[config.mk]
export PLATFORM = sky130hd
export DESIGN_NAME = intan_spi_sequencer
export DESIGN_NICKNAME = d
export VERILOG_FILES = /design/src/rtl/intan_spi_sequencer_pkg.sv /design/src/rtl/intan_spi_shifter.sv /design/src/rtl/intan_spi_sequencer.sv
export SDC_FILE = /design/constraint.sdc
export NUM_CORES = 1
export LEC_CHECK = 0
export CORE_AREA = 3 3 210 212
export CTS_CLUSTER_SIZE = 24
export DETAILED_ROUTE_END_ITERATION = 8
export DIE_AREA = 0 0 213 215
export MAX_ROUTING_LAYER = met4
export PLACE_DENSITY = 0.42
export SYNTH_ARGS = -nofsm -noshare
export SYNTH_HDL_FRONTEND = slang
export SYNTH_HIERARCHICAL = 1
export SYNTH_SLANG_ARGS = --single-unit
[constraint.sdc]
create_clock -name pl_clk -period 2.75 [get_ports pl_clk]
set_input_delay 0.825 -clock pl_clk [delete_from_list [all_inputs] [get_ports pl_clk]]
set_output_delay 0.825 -clock pl_clk [all_outputs]
set_load 0.01 [all_outputs]
[src/rtl/intan_spi_sequencer_pkg.sv]
// Shared definitions for the Intan SPI command sequencer: state encoding,
// control-register byte map and command width.
package intan_spi_sequencer_pkg;

    typedef enum logic [2:0] {
        ST_IDLE,
        ST_LOAD,
        ST_SHIFT,
        ST_HOLD,
        ST_GAP
    } state_e;

    localparam int BYTE_CTRL      = 0;
    localparam int BYTE_NUM_CMDS  = 1;
    localparam int BYTE_CMD_BASE  = 4;

    localparam int BIT_ENABLE     = 0;
    localparam int BIT_CONTINUOUS = 1;

    localparam int CMD_W          = 16;

endpackage

[src/rtl/intan_spi_shifter.sv]
// SCLK divider and 16-bit MSB-first shift/sample engine. A start pulse while
// idle launches one word; done is high in the last cycle of the word.
module intan_spi_shifter
    import intan_spi_sequencer_pkg::*;
#(
    parameter int CLK_DIV = 2
) (
    input  logic             pl_clk,
    input  logic             pl_rstn,
    input  logic             start,
    input  logic [CMD_W-1:0] cmd,
    input  logic             miso,
    output logic             sclk,
    output logic             mosi,
    output logic             done,
    output logic [CMD_W-1:0] rx_word
);

    localparam int              DIV_W    = (CLK_DIV > 1) ? $clog2(CLK_DIV) : 1;
    localparam logic [DIV_W-1:0] DIV_LAST = DIV_W'(CLK_DIV - 1);

    logic             active_q, active_d;
    logic             phase_q, phase_d;
    logic [DIV_W-1:0] div_q, div_d;
    logic [3:0]       bit_q, bit_d;
    logic [CMD_W-1:0] shreg_q, shreg_d;
    logic [CMD_W-1:0] rx_q, rx_d;
    logic             sclk_q, sclk_d;
    logic             mosi_q, mosi_d;

    // NOTE: every combinational output gets a default first so no latch is inferred.
    always_comb begin
        active_d = active_q;
        phase_d  = phase_q;
        div_d    = div_q;
        bit_d    = bit_q;
        shreg_d  = shreg_q;
        rx_d     = rx_q;
        sclk_d   = sclk_q;
        mosi_d   = mosi_q;
        done     = 1'b0;

        if (active_q) begin
            div_d = (div_q == DIV_LAST) ? '0 : div_q + DIV_W'(1);
            // MISO is captured during the first cycle SCLK is high.
            if (phase_q && (div_q == '0)) begin
                rx_d = {rx_q[CMD_W-2:0], miso};
            end
            if (div_q == DIV_LAST) begin
                if (!phase_q) begin
                    phase_d = 1'b1;
                    sclk_d  = 1'b1;
                end else begin
                    phase_d = 1'b0;
                    sclk_d  = 1'b0;
                    if (bit_q == 4'(CMD_W - 1)) begin
                        active_d = 1'b0;
                        mosi_d   = 1'b0;
                        done     = 1'b1;
                    end else begin
                        bit_d   = bit_q + 4'd1;
                        shreg_d = {shreg_q[CMD_W-2:0], 1'b0};
                        mosi_d  = shreg_q[CMD_W-2];
                    end
                end
            end
        end else if (start) begin
            active_d = 1'b1;
            phase_d  = 1'b0;
            div_d    = '0;
            bit_d    = 4'd0;
            shreg_d  = cmd;
            sclk_d   = 1'b0;
            mosi_d   = cmd[CMD_W-1];
        end
    end

    // NOTE: sequential state is written with non-blocking assignments only.
    always_ff @(posedge pl_clk or negedge pl_rstn) begin
        if (!pl_rstn) begin
            active_q <= 1'b0;
            phase_q  <= 1'b0;
            div_q    <= '0;
            bit_q    <= 4'd0;
            shreg_q  <= '0;
            rx_q     <= '0;
            sclk_q   <= 1'b0;
            mosi_q   <= 1'b0;
        end else begin
            active_q <= active_d;
            phase_q  <= phase_d;
            div_q    <= div_d;
            bit_q    <= bit_d;
            shreg_q  <= shreg_d;
            rx_q     <= rx_d;
            sclk_q   <= sclk_d;
            mosi_q   <= mosi_d;
        end
    end

    assign sclk    = sclk_q;
    assign mosi    = mosi_q;
    assign rx_word = rx_q;

endmodule

[src/rtl/intan_spi_sequencer.sv]
// Walks a table of 16-bit Intan commands over SPI, one CS-framed word per
// entry, and reports each received word with its table index.
module intan_spi_sequencer
    import intan_spi_sequencer_pkg::*;
#(
    parameter int NUM_REGS       = 64,
    parameter int CLK_DIV        = 2,
    parameter int CS_HIGH_CYCLES = 4,
    parameter int MAX_CMDS       = 16
) (
    input  logic                  pl_clk,
    input  logic                  pl_rstn,
    input  logic [NUM_REGS*8-1:0] pl_control_regs,
    output logic                  spi_cs_n,
    output logic                  spi_sclk,
    output logic                  spi_mosi,
    input  logic                  spi_miso,
    output logic [15:0]           rx_data,
    output logic                  rx_valid,
    output logic [3:0]            rx_index,
    output logic                  sweep_done,
    output logic                  busy
);

    localparam int CNT_MAX = (CLK_DIV > CS_HIGH_CYCLES) ? CLK_DIV : CS_HIGH_CYCLES;
    localparam int CNT_W   = (CNT_MAX > 1) ? $clog2(CNT_MAX) : 1;
    localparam logic [CNT_W-1:0] HOLD_LAST = CNT_W'(CLK_DIV - 1);
    localparam logic [CNT_W-1:0] GAP_LAST  = CNT_W'(CS_HIGH_CYCLES - 1);

    state_e           state_q, state_d;
    logic [3:0]       idx_q, idx_d;
    logic [7:0]       num_q, num_d;
    logic [CNT_W-1:0] cnt_q, cnt_d;
    logic             en_prev_q;
    logic             sweep_pulse;

    logic             cs_n_q, cs_n_d;
    logic             busy_q, busy_d;
    logic             rx_valid_q, rx_valid_d;
    logic [15:0]      rx_data_q, rx_data_d;
    logic [3:0]       rx_index_q, rx_index_d;
    logic             sweep_done_q, sweep_done_d;

    logic             enable, continuous;
    logic [7:0]       num_raw, num_clamped;
    logic [CMD_W-1:0] cmd_tab [MAX_CMDS];
    logic             shift_done;
    logic [CMD_W-1:0] shift_rx;
    logic             unused_regs;

    assign enable      = pl_control_regs[BYTE_CTRL*8 + BIT_ENABLE];
    assign continuous  = pl_control_regs[BYTE_CTRL*8 + BIT_CONTINUOUS];
    assign num_raw     = pl_control_regs[BYTE_NUM_CMDS*8 +: 8];
    assign num_clamped = (num_raw > 8'(MAX_CMDS)) ? 8'(MAX_CMDS) : num_raw;
    assign unused_regs = ^pl_control_regs;

    for (genvar k = 0; k < MAX_CMDS; k++) begin : g_cmd
        assign cmd_tab[k] = pl_control_regs[(BYTE_CMD_BASE + 2*k)*8 +: CMD_W];
    end

    intan_spi_shifter #(.CLK_DIV(CLK_DIV)) u_shifter (
        .pl_clk  (pl_clk),
        .pl_rstn (pl_rstn),
        .start   (state_q == ST_LOAD),
        .cmd     (cmd_tab[idx_q]),
        .miso    (spi_miso),
        .sclk    (spi_sclk),
        .mosi    (spi_mosi),
        .done    (shift_done),
        .rx_word (shift_rx)
    );

    always_comb begin
        state_d     = state_q;
        idx_d       = idx_q;
        num_d       = num_q;
        cnt_d       = cnt_q;
        sweep_pulse = 1'b0;
        case (state_q)
            ST_IDLE: begin
                // Single-shot needs a fresh enable edge; continuous only needs enable.
                if (enable && (num_clamped != 8'd0) && (continuous || !en_prev_q)) begin
                    state_d = ST_LOAD;
                    num_d   = num_clamped;
                    idx_d   = 4'd0;
                end
            end
            ST_LOAD:  state_d = ST_SHIFT;
            ST_SHIFT: begin
                if (shift_done) begin
                    state_d = ST_HOLD;
                    cnt_d   = '0;
                end
            end
            ST_HOLD: begin
                if (cnt_q == HOLD_LAST) begin
                    state_d = ST_GAP;
                    cnt_d   = '0;
                end else begin
                    cnt_d = cnt_q + CNT_W'(1);
                end
            end
            ST_GAP: begin
                if (cnt_q != GAP_LAST) begin
                    cnt_d = cnt_q + CNT_W'(1);
                end else if (!enable) begin
                    state_d = ST_IDLE;
                end else if ({4'd0, idx_q} < num_q - 8'd1) begin
                    idx_d   = idx_q + 4'd1;
                    state_d = ST_LOAD;
                end else begin
                    sweep_pulse = 1'b1;
                    if (continuous && (num_clamped != 8'd0)) begin
                        idx_d   = 4'd0;
                        num_d   = num_clamped;
                        state_d = ST_LOAD;
                    end else begin
                        state_d = ST_IDLE;
                    end
                end
            end
            default: state_d = ST_IDLE;
        endcase
    end

    // Output flops are loaded from the next state so pins line up with state_q.
    always_comb begin
        cs_n_d       = !((state_d == ST_SHIFT) || (state_d == ST_HOLD));
        busy_d       = (state_d != ST_IDLE);
        rx_valid_d   = (state_q == ST_HOLD) && (state_d == ST_GAP);
        rx_data_d    = rx_valid_d ? shift_rx : rx_data_q;
        rx_index_d   = rx_valid_d ? idx_q : rx_index_q;
        sweep_done_d = sweep_pulse;
    end

    always_ff @(posedge pl_clk or negedge pl_rstn) begin
        if (!pl_rstn) begin
            state_q      <= ST_IDLE;
            idx_q        <= 4'd0;
            num_q        <= 8'd0;
            cnt_q        <= '0;
            en_prev_q    <= 1'b0;
            cs_n_q       <= 1'b1;
            busy_q       <= 1'b0;
            rx_valid_q   <= 1'b0;
            rx_data_q    <= 16'd0;
            rx_index_q   <= 4'd0;
            sweep_done_q <= 1'b0;
        end else begin
            state_q      <= state_d;
            idx_q        <= idx_d;
            num_q        <= num_d;
            cnt_q        <= cnt_d;
            en_prev_q    <= enable;
            cs_n_q       <= cs_n_d;
            busy_q       <= busy_d;
            rx_valid_q   <= rx_valid_d;
            rx_data_q    <= rx_data_d;
            rx_index_q   <= rx_index_d;
            sweep_done_q <= sweep_done_d;
        end
    end

    assign spi_cs_n   = cs_n_q;
    assign busy       = busy_q;
    assign rx_valid   = rx_valid_q;
    assign rx_data    = rx_data_q;
    assign rx_index   = rx_index_q;
    assign sweep_done = sweep_done_q;

endmodule
==> results.py, run 1 <==
metrics = {
    "clocking": {
        "cts-root-buf": "clkbuf_16",
        "holdBufCountCts": 0,
        "max-clock-path-buffers": 2,
        "numCtsBuffers": 9,
        "clock_latency_ns": 0.35,
        "clock-sinks": 81,
        "cts_tree": "yes",
        "cts.clk_slew.worst_paths_ns": 0.08,
        "post_cts.repair.setup_buffers": 0,
        "postCtsResizedCells": 0,
        "cts-htree-levels": 3,
    },
    "yosys": {
        "synth_async_sr_flop_share": 1.00,
        "synth.top_cell.area_share": 0.339,
        "yosysWarnings": 6,
        "netlist_top_cells_area": "dfrtp_1 34%, mux4_2 12%, mux2i_1 9.3%, mux2_2 7.8%, o21ai_0 3.3%",
        "synthesis.area_per_instance_um2": 11.3,
        "sequential_element_share_of_the_synthesized_area": 0.344,
        "syn_inst": 523,
        "ys_types": 57,
        "synthDominantAreaCellType": "dfrtp_1",
        "flops_latches_synth": 81,
        "synthTopCellsByCount": "80 x dfrtp_1, 55 x mux2i_1, 41 x mux2_2",
        "most_repeated_cell_in_the_gate_level_netlist_after_synthesis": "dfrtp_1",
        "syn-num-nets": 1047,
        "synth_edf_count": 0,
        "synth-main-ff-cell": "dfrtp_1",
        "netlist_area_um2": 5900,
    },
    "grt": {
        "overflow": 0,
        "grt_antenna_before_repair": 4,
        "vias_in_the_first_global_route": 6041,
        "grtUsageTotal": 0.117,
        "grt_max_degree": 40,
        "grt_pass1_wl_um": 38800,
    },
    "die": {
        "floorplan.initialDensity": 0.140,
        "placeableCoreArea_um2": 42100,
        "die_wd_um": 213,
        "placementRows": 75,
        "die_height_um": 215,
        "i_o_pin_count": 541,
        "dieArea_um2": 45800,
    },
    "pwr": {
        "leakage_nw": 3.79,
        "vdd_ir_drop_max_mv": 0.335,
        "pwr_density_cell_nw_per_um2": 319,
        "p_total_mw": 3.18,
    },
    "sta": {
        "finalSetupTns_ns": 0,
        "slew_violations": 0,
        "tightestPinTransition_ns": 0.690,
        "worst_clock_skew_ns": 0.0213,
        "rsz_0062_raised_after_global_routing": "no",
        "timing_hold_violations_final": 0,
        "setup_violations": 0,
        "slew_headroom": 0.540,
        "min_period_ns": 2.56,
        "finalCritPeriodShare": 0.932,
        "max_clock_freq_ghz": 0.390,
        "hold_ws_ns": 0.451,
    },
    "worst_setup_path": {
        "arrival_time_of_data_at_the_critical_path_endpoint_ns": 2.79,
        "worstSetupEndpointType": "flip-flop",
        "reg2reg_slack_ns": 0.30,
        "crit_chain": "clkdlybuf4s50_1, or4_4, o221ai_2, o21ai_0, or2_1, or3_1",
        "timing.setup.critical_path_class": "in -> reg",
        "regToRegStartpoint": "num_q[0]$_DFFE_PN0P_",
        "reg2regPathDepth": 10,
        "worst-path-max-fanout": 3,
        "crit_end": "busy$_DFF_PN0_",
        "maximum_single_stage_delay_on_the_critical_path_ns": 0.57,
        "worst-endpoint-required_ns": 2.97,
        "start_kind": "primary input",
        "worst_setup_path_startpoint": "pl_control_regs[15]",
        "critical-path-slowest-cell": "or4_4",
        "critical_path.reg2reg.endpoint": "busy$_DFF_PN0_",
    },
    "placement": {
        "placed_cells_incl_taps": 1352,
        "gp_routability_congestion": 0.749,
        "buffer_ports.inserted": 294,
        "hpwl_um": 21900,
    },
    "finish": {
        "finalNonFillerCells": 1371,
        "multi_input_comb_area_um2": 3650,
        "layout-area-overhead-vs-synth_pct": 69.1,
        "final.fill_count": 4535,
        "final_util": 0.237,
        "sequential_cell_area_um2": 2030,
        "layout.nets": 1348,
        "drive_gt1_frac": 0.205,
    },
    "job": {
        "drv_cap": 0,
    },
    "drt": {
        "num_vias": 5553,
        "avgViaCountPerCell": 4.05,
        "antenna_left": 0,
        "routedWlPerCell_um": 19.7,
        "drt-total-wl_um": 27000,
        "detail_route.drc_violations": 0,
        "drt_iter0_markers": 275,
        "first_pass_iteration_count_of_the_detailed_router": 5,
    },
    "min_path": {
        "min_path_type": "in -> async",
    },
    "status": {
        "run_status": "finished clean",
    },
}
==> sequential cells by signal, summed over array words and instances (netlist names), 2 cells and up <==
name,count
cnt_q,2
u_shifter/shreg_q,15
idx_q,4
rx_index,4
u_shifter/rx_word,16
state_q,3
rx_data,16
num_q,8
u_shifter/bit_q,4
==> final cells by class <==
type,count,share of cell area
Tap cell,539,0.0676
Inverter,10,0.00376
Sequential cell,81,0.204
Clock buffer,9,0.0226
Timing Repair Buffer,329,0.327
Clock inverter,7,0.00815
Antenna cell,3,0.000753
Multi-Input combinational cell,393,0.366
==> through the flow <==
step                      area, um2  setup slack (ns)
after floorplan                5900             0.395
after global placement         9660            -0.195
after detailed placement       9660            -0.157
after CTS                      9970             0.218
after global routing           9970           0.00541
final                          9980             0.187
==> power by group <==
group / internal (mW) / switching, mW
combinational: 0.468 / 0.230
sequential: 1.21 / 0.0200
clock: 0.650 / 0.605
total: 2.33 / 0.855
==> worst max-delay path, delay by kind of cell <==
family                 cells  cell delay, ns
buffers and inverters      1            0.42
AOI/OAI and AO/OA          2            0.37
and+or+nand+nor            3            1.18
==> kinds of logic after synthesis <==
| kind of cell | after synthesis | synth area share |
|---|---|---|
| AND/OR/NAND/NOR | 97 | 0.0908 |
| AO/OA/AOI/OAI | 142 | 0.176 |
| adder cells (fa/ha/maj) | 9 | 0.0191 |
| flip-flops | 81 | 0.344 |
| multiplexers | 140 | 0.324 |
| XOR/XNOR | 5 | 0.00742 |
| buffers and inverters | 49 | 0.0386 |
==> cell usage in the layout, fill, tap and decap left out, types with 2 or more instances in the layout <==
cell	Yosys	layout
clkdlybuf4s50_1	0	293
a22oi_1	16	16
mux2_4	12	12
and2_1	3	3
xor2_1	2	2
nand2_1	32	32
buf_4	2	31
mux2i_1	55	55
o21ai_0	39	39
a221oi_1	16	16
inv_8	0	2
a21o_1	2	2
a211oi_1	3	3
and3_1	2	2
nand2_2	2	2
a211o_1	14	14
ha_1	9	9
buf_12	0	5
nor2b_1	21	20
nand3_1	5	5
mux4_2	32	32
clkinv_8	0	2
nor2_1	12	12
a21oi_1	21	21
o221a_2	14	14
dfrtp_1	80	78
inv_1	10	10
nor2b_2	1	2
mux2_2	41	41
xnor2_1	3	3
clkbuf_16	0	9
a22o_1	4	4
o21a_1	2	2
diode_2	0	3
nor3_1	4	4
nand2b_1	2	2
inv_6	0	2
nor3b_2	1	2
or4_4	2	2
==> routing by layer <==
metal,vias to the layer above,routed length (um),track usage,share of wire
met5,-,0,-,0
met4,0,263,0.0160,0.0098
met3,14,2280,0.0286,0.084
met2,221,13100,0.202,0.49
met1,2680,11300,0.142,0.42
li1,2638,-,-,-
==> worst min-delay path by stage <==
stage	startpoint	end	cells past startpoint
2_1_floorplan	num_q[6]$_DFFE_PN0P_	num_q[6]$_DFFE_PN0P_	1
3_3_place_gp	num_q[6]$_DFFE_PN0P_	num_q[6]$_DFFE_PN0P_	1
3_5_place_dp	num_q[6]$_DFFE_PN0P_	num_q[6]$_DFFE_PN0P_	1
4_1_cts	pl_rstn	rx_data[11]$_DFFE_PN0P_	1
5_1_grt	pl_rstn	rx_data[11]$_DFFE_PN0P_	1
6_report	pl_rstn	rx_data[11]$_DFFE_PN0P_	1
Power figures use the tool's default switching activity.
==> run 2: changes to the inputs <==
Settings changed: GPL_TIMING_DRIVEN set to 0.
Clock period 2.75 ns to 3.3 ns, I/O delays scaled along.
==> results.py, run 2 (synthesis results as in run 1) <==
metrics = {
    "die": {
        "floorplan.initialDensity": 0.140,
        "die_height_um": 215,
        "placementRows": 75,
        "die_wd_um": 213,
        "dieArea_um2": 45800,
        "i_o_pin_count": 541,
        "placeableCoreArea_um2": 42100,
    },
    "finish": {
        "final.fill_count": 4614,
        "mostFrequentLayoutCells": "293 x clkdlybuf4s50_1, 80 x dfrtp_1, 55 x mux2i_1",
        "layout_commonest_cell": "clkdlybuf4s50_1",
        "finalNonFillerCells": 1378,
        "layout.nets": 1353,
        "layout-area-overhead-vs-synth_pct": 67.2,
        "drive_gt1_frac": 0.185,
    },
    "clocking": {
        "cts-root-buf": "clkbuf_16",
        "holdBufCountCts": 0,
        "max-clock-path-buffers": 2,
        "cts.clk_slew.worst_paths_ns": 0.08,
        "numCtsBuffers": 9,
        "cts_tree": "yes",
        "clock_latency_ns": 0.35,
        "clock-sinks": 81,
        "cts-htree-levels": 3,
    },
    "placement": {
        "hpwl_um": 25500,
        "buffer_ports.inserted": 294,
        "gp_routability_congestion": 0.769,
        "placed_cells_incl_taps": 1357,
        "post_placement_worst_setup_slack_ns": 0.0460,
    },
    "sta": {
        "finalCritPeriodShare": 0.922,
        "slew_headroom": 0.158,
        "timing_hold_violations_final": 0,
        "min_period_ns": 3.04,
        "setup_violations": 0,
        "worst_clock_skew_ns": 0.0188,
        "max_clock_freq_ghz": 0.329,
        "slew_violations": 0,
        "timing.final.ws_setup_ns": 0.257,
        "tightestPinTransition_ns": 1.26,
        "rsz_0062_raised_after_global_routing": "no",
    },
    "drt": {
        "avgViaCountPerCell": 4.11,
        "first_pass_iteration_count_of_the_detailed_router": 4,
        "drt_iter0_markers": 239,
        "routedWlPerCell_um": 22.3,
        "detail_route.drc_violations": 0,
        "num_vias": 5662,
        "drt-total-wl_um": 30800,
        "antenna_left": 0,
    },
    "min_path": {
        "hold_path_depth": 1,
        "min_path_type": "reg -> reg",
    },
    "worst_setup_path": {
        "start_kind": "flip-flop",
        "maximum_single_stage_delay_on_the_critical_path_ns": 0.62,
        "worstSetupEndpointType": "flip-flop",
        "crit_top_cell": "clkbuf_1",
        "worst-path-max-fanout": 10,
        "crit_chain": "buf_2, and2_1, clkbuf_1, clkbuf_1, a21oi_1, a22oi_1, nand2_1, a211o_1, o221a_2",
        "critical-path-slowest-cell": "clkbuf_1",
        "arrival_time_of_data_at_the_critical_path_endpoint_ns": 3.27,
        "timing.setup.critical_path_class": "reg -> reg",
        "worst-endpoint-required_ns": 3.53,
        "reg2regPathDepth": 9,
    },
    "grt": {
        "overflow": 0,
        "vias_in_the_first_global_route": 6063,
        "grt_pass1_wl_um": 42100,
        "grt_max_degree": 62,
        "grt_antenna_before_repair": 7,
        "grtUsageTotal": 0.132,
    },
    "pwr": {
        "leakage_nw": 3.75,
        "pwr_density_cell_nw_per_um2": 269,
        "vdd_ir_drop_max_mv": 0.261,
    },
    "status": {
        "run_status": "finished clean",
    },
    "job": {
        "drv_cap": 0,
    },
}
-- run 2: critical path, delay by kind of cell, from the launching register on --
kind	cells	cell delay [ns]
buffers and inverters	3	1.36
flip-flops	1	0.41
AND/OR/NAND/NOR	2	0.28
AO/OA/AOI/OAI	4	0.87
-- run 2: what timing repair did --
action / 4_1_cts / 5_1_grt
resized for setup: 0 / 1
endpoints found under the setup margin: 0 / 1
setup buffers: 0 / 0
hold endpoints to repair: 0 / 0
-- run 2: per-layer routing --
| layer | track usage | vias up | share of wire |
|---|---|---|---|
| li1 | - | 2658 | - |
| met1 | 0.156 | 2777 | 0.42 |
| met2 | 0.227 | 215 | 0.49 |
| met3 | 0.0384 | 12 | 0.084 |
| met4 | 0.0215 | 0 | 0.013 |
| met5 | - | - | 0 |
-- run 2: layout make-up --
cell class | count | area [um2] | area share
multi-input cells | 393 | 3650 | 0.370
inverters | 10 | 37.5 | 0.00381
clock buffers | 9 | 225 | 0.0228
repair buffers | 295 | 2970 | 0.301
well taps | 539 | 674 | 0.0684
plain buffers | 39 | 190 | 0.0193
diodes | 5 | 12.5 | 0.00127
flip-flops and latches | 81 | 2030 | 0.206
clock inverters | 7 | 78.8 | 0.00799
-- run 2: final timing paths --
path	startpoint	to	slack, ns
max in group asynchronous	pl_rstn	spi_cs_n$_DFF_PN1_	2.13
min	num_q[6]$_DFFE_PN0P_	num_q[6]$_DFFE_PN0P_	0.51
min in group asynchronous	pl_rstn	rx_data[10]$_DFFE_PN0P_	0.52
min reg2reg	num_q[6]$_DFFE_PN0P_	num_q[6]$_DFFE_PN0P_	0.51
max reg2reg	idx_q[1]$_DFFE_PN0P_	u_shifter/shreg_q[9]$_DFFE_PN0P_	0.26
max	idx_q[1]$_DFFE_PN0P_	u_shifter/shreg_q[9]$_DFFE_PN0P_	0.26
-- run 2: metrics by stage --
stage	TNS (ns)	hold WS (ns)	cell area, um2	utilization	power (mW)
4_1_cts	0	0.512	9850	0.234	2.72
3_5_place_dp	0	0.487	9540	0.226	1.65
2_1_floorplan	0	0.465	5900	-	1.20
3_3_place_gp	-156.27	0.481	9520	0.226	1.64
6_report	0	0.507	9860	0.234	2.66
5_1_grt	0	0.524	9860	0.234	2.79
-- run 2: where the power goes --
group | switching, mW | internal [mW]
Sequential | 0.0147 | 1.01
Combinational | 0.204 | 0.385
Clock | 0.506 | 0.539
Total | 0.725 | 1.93
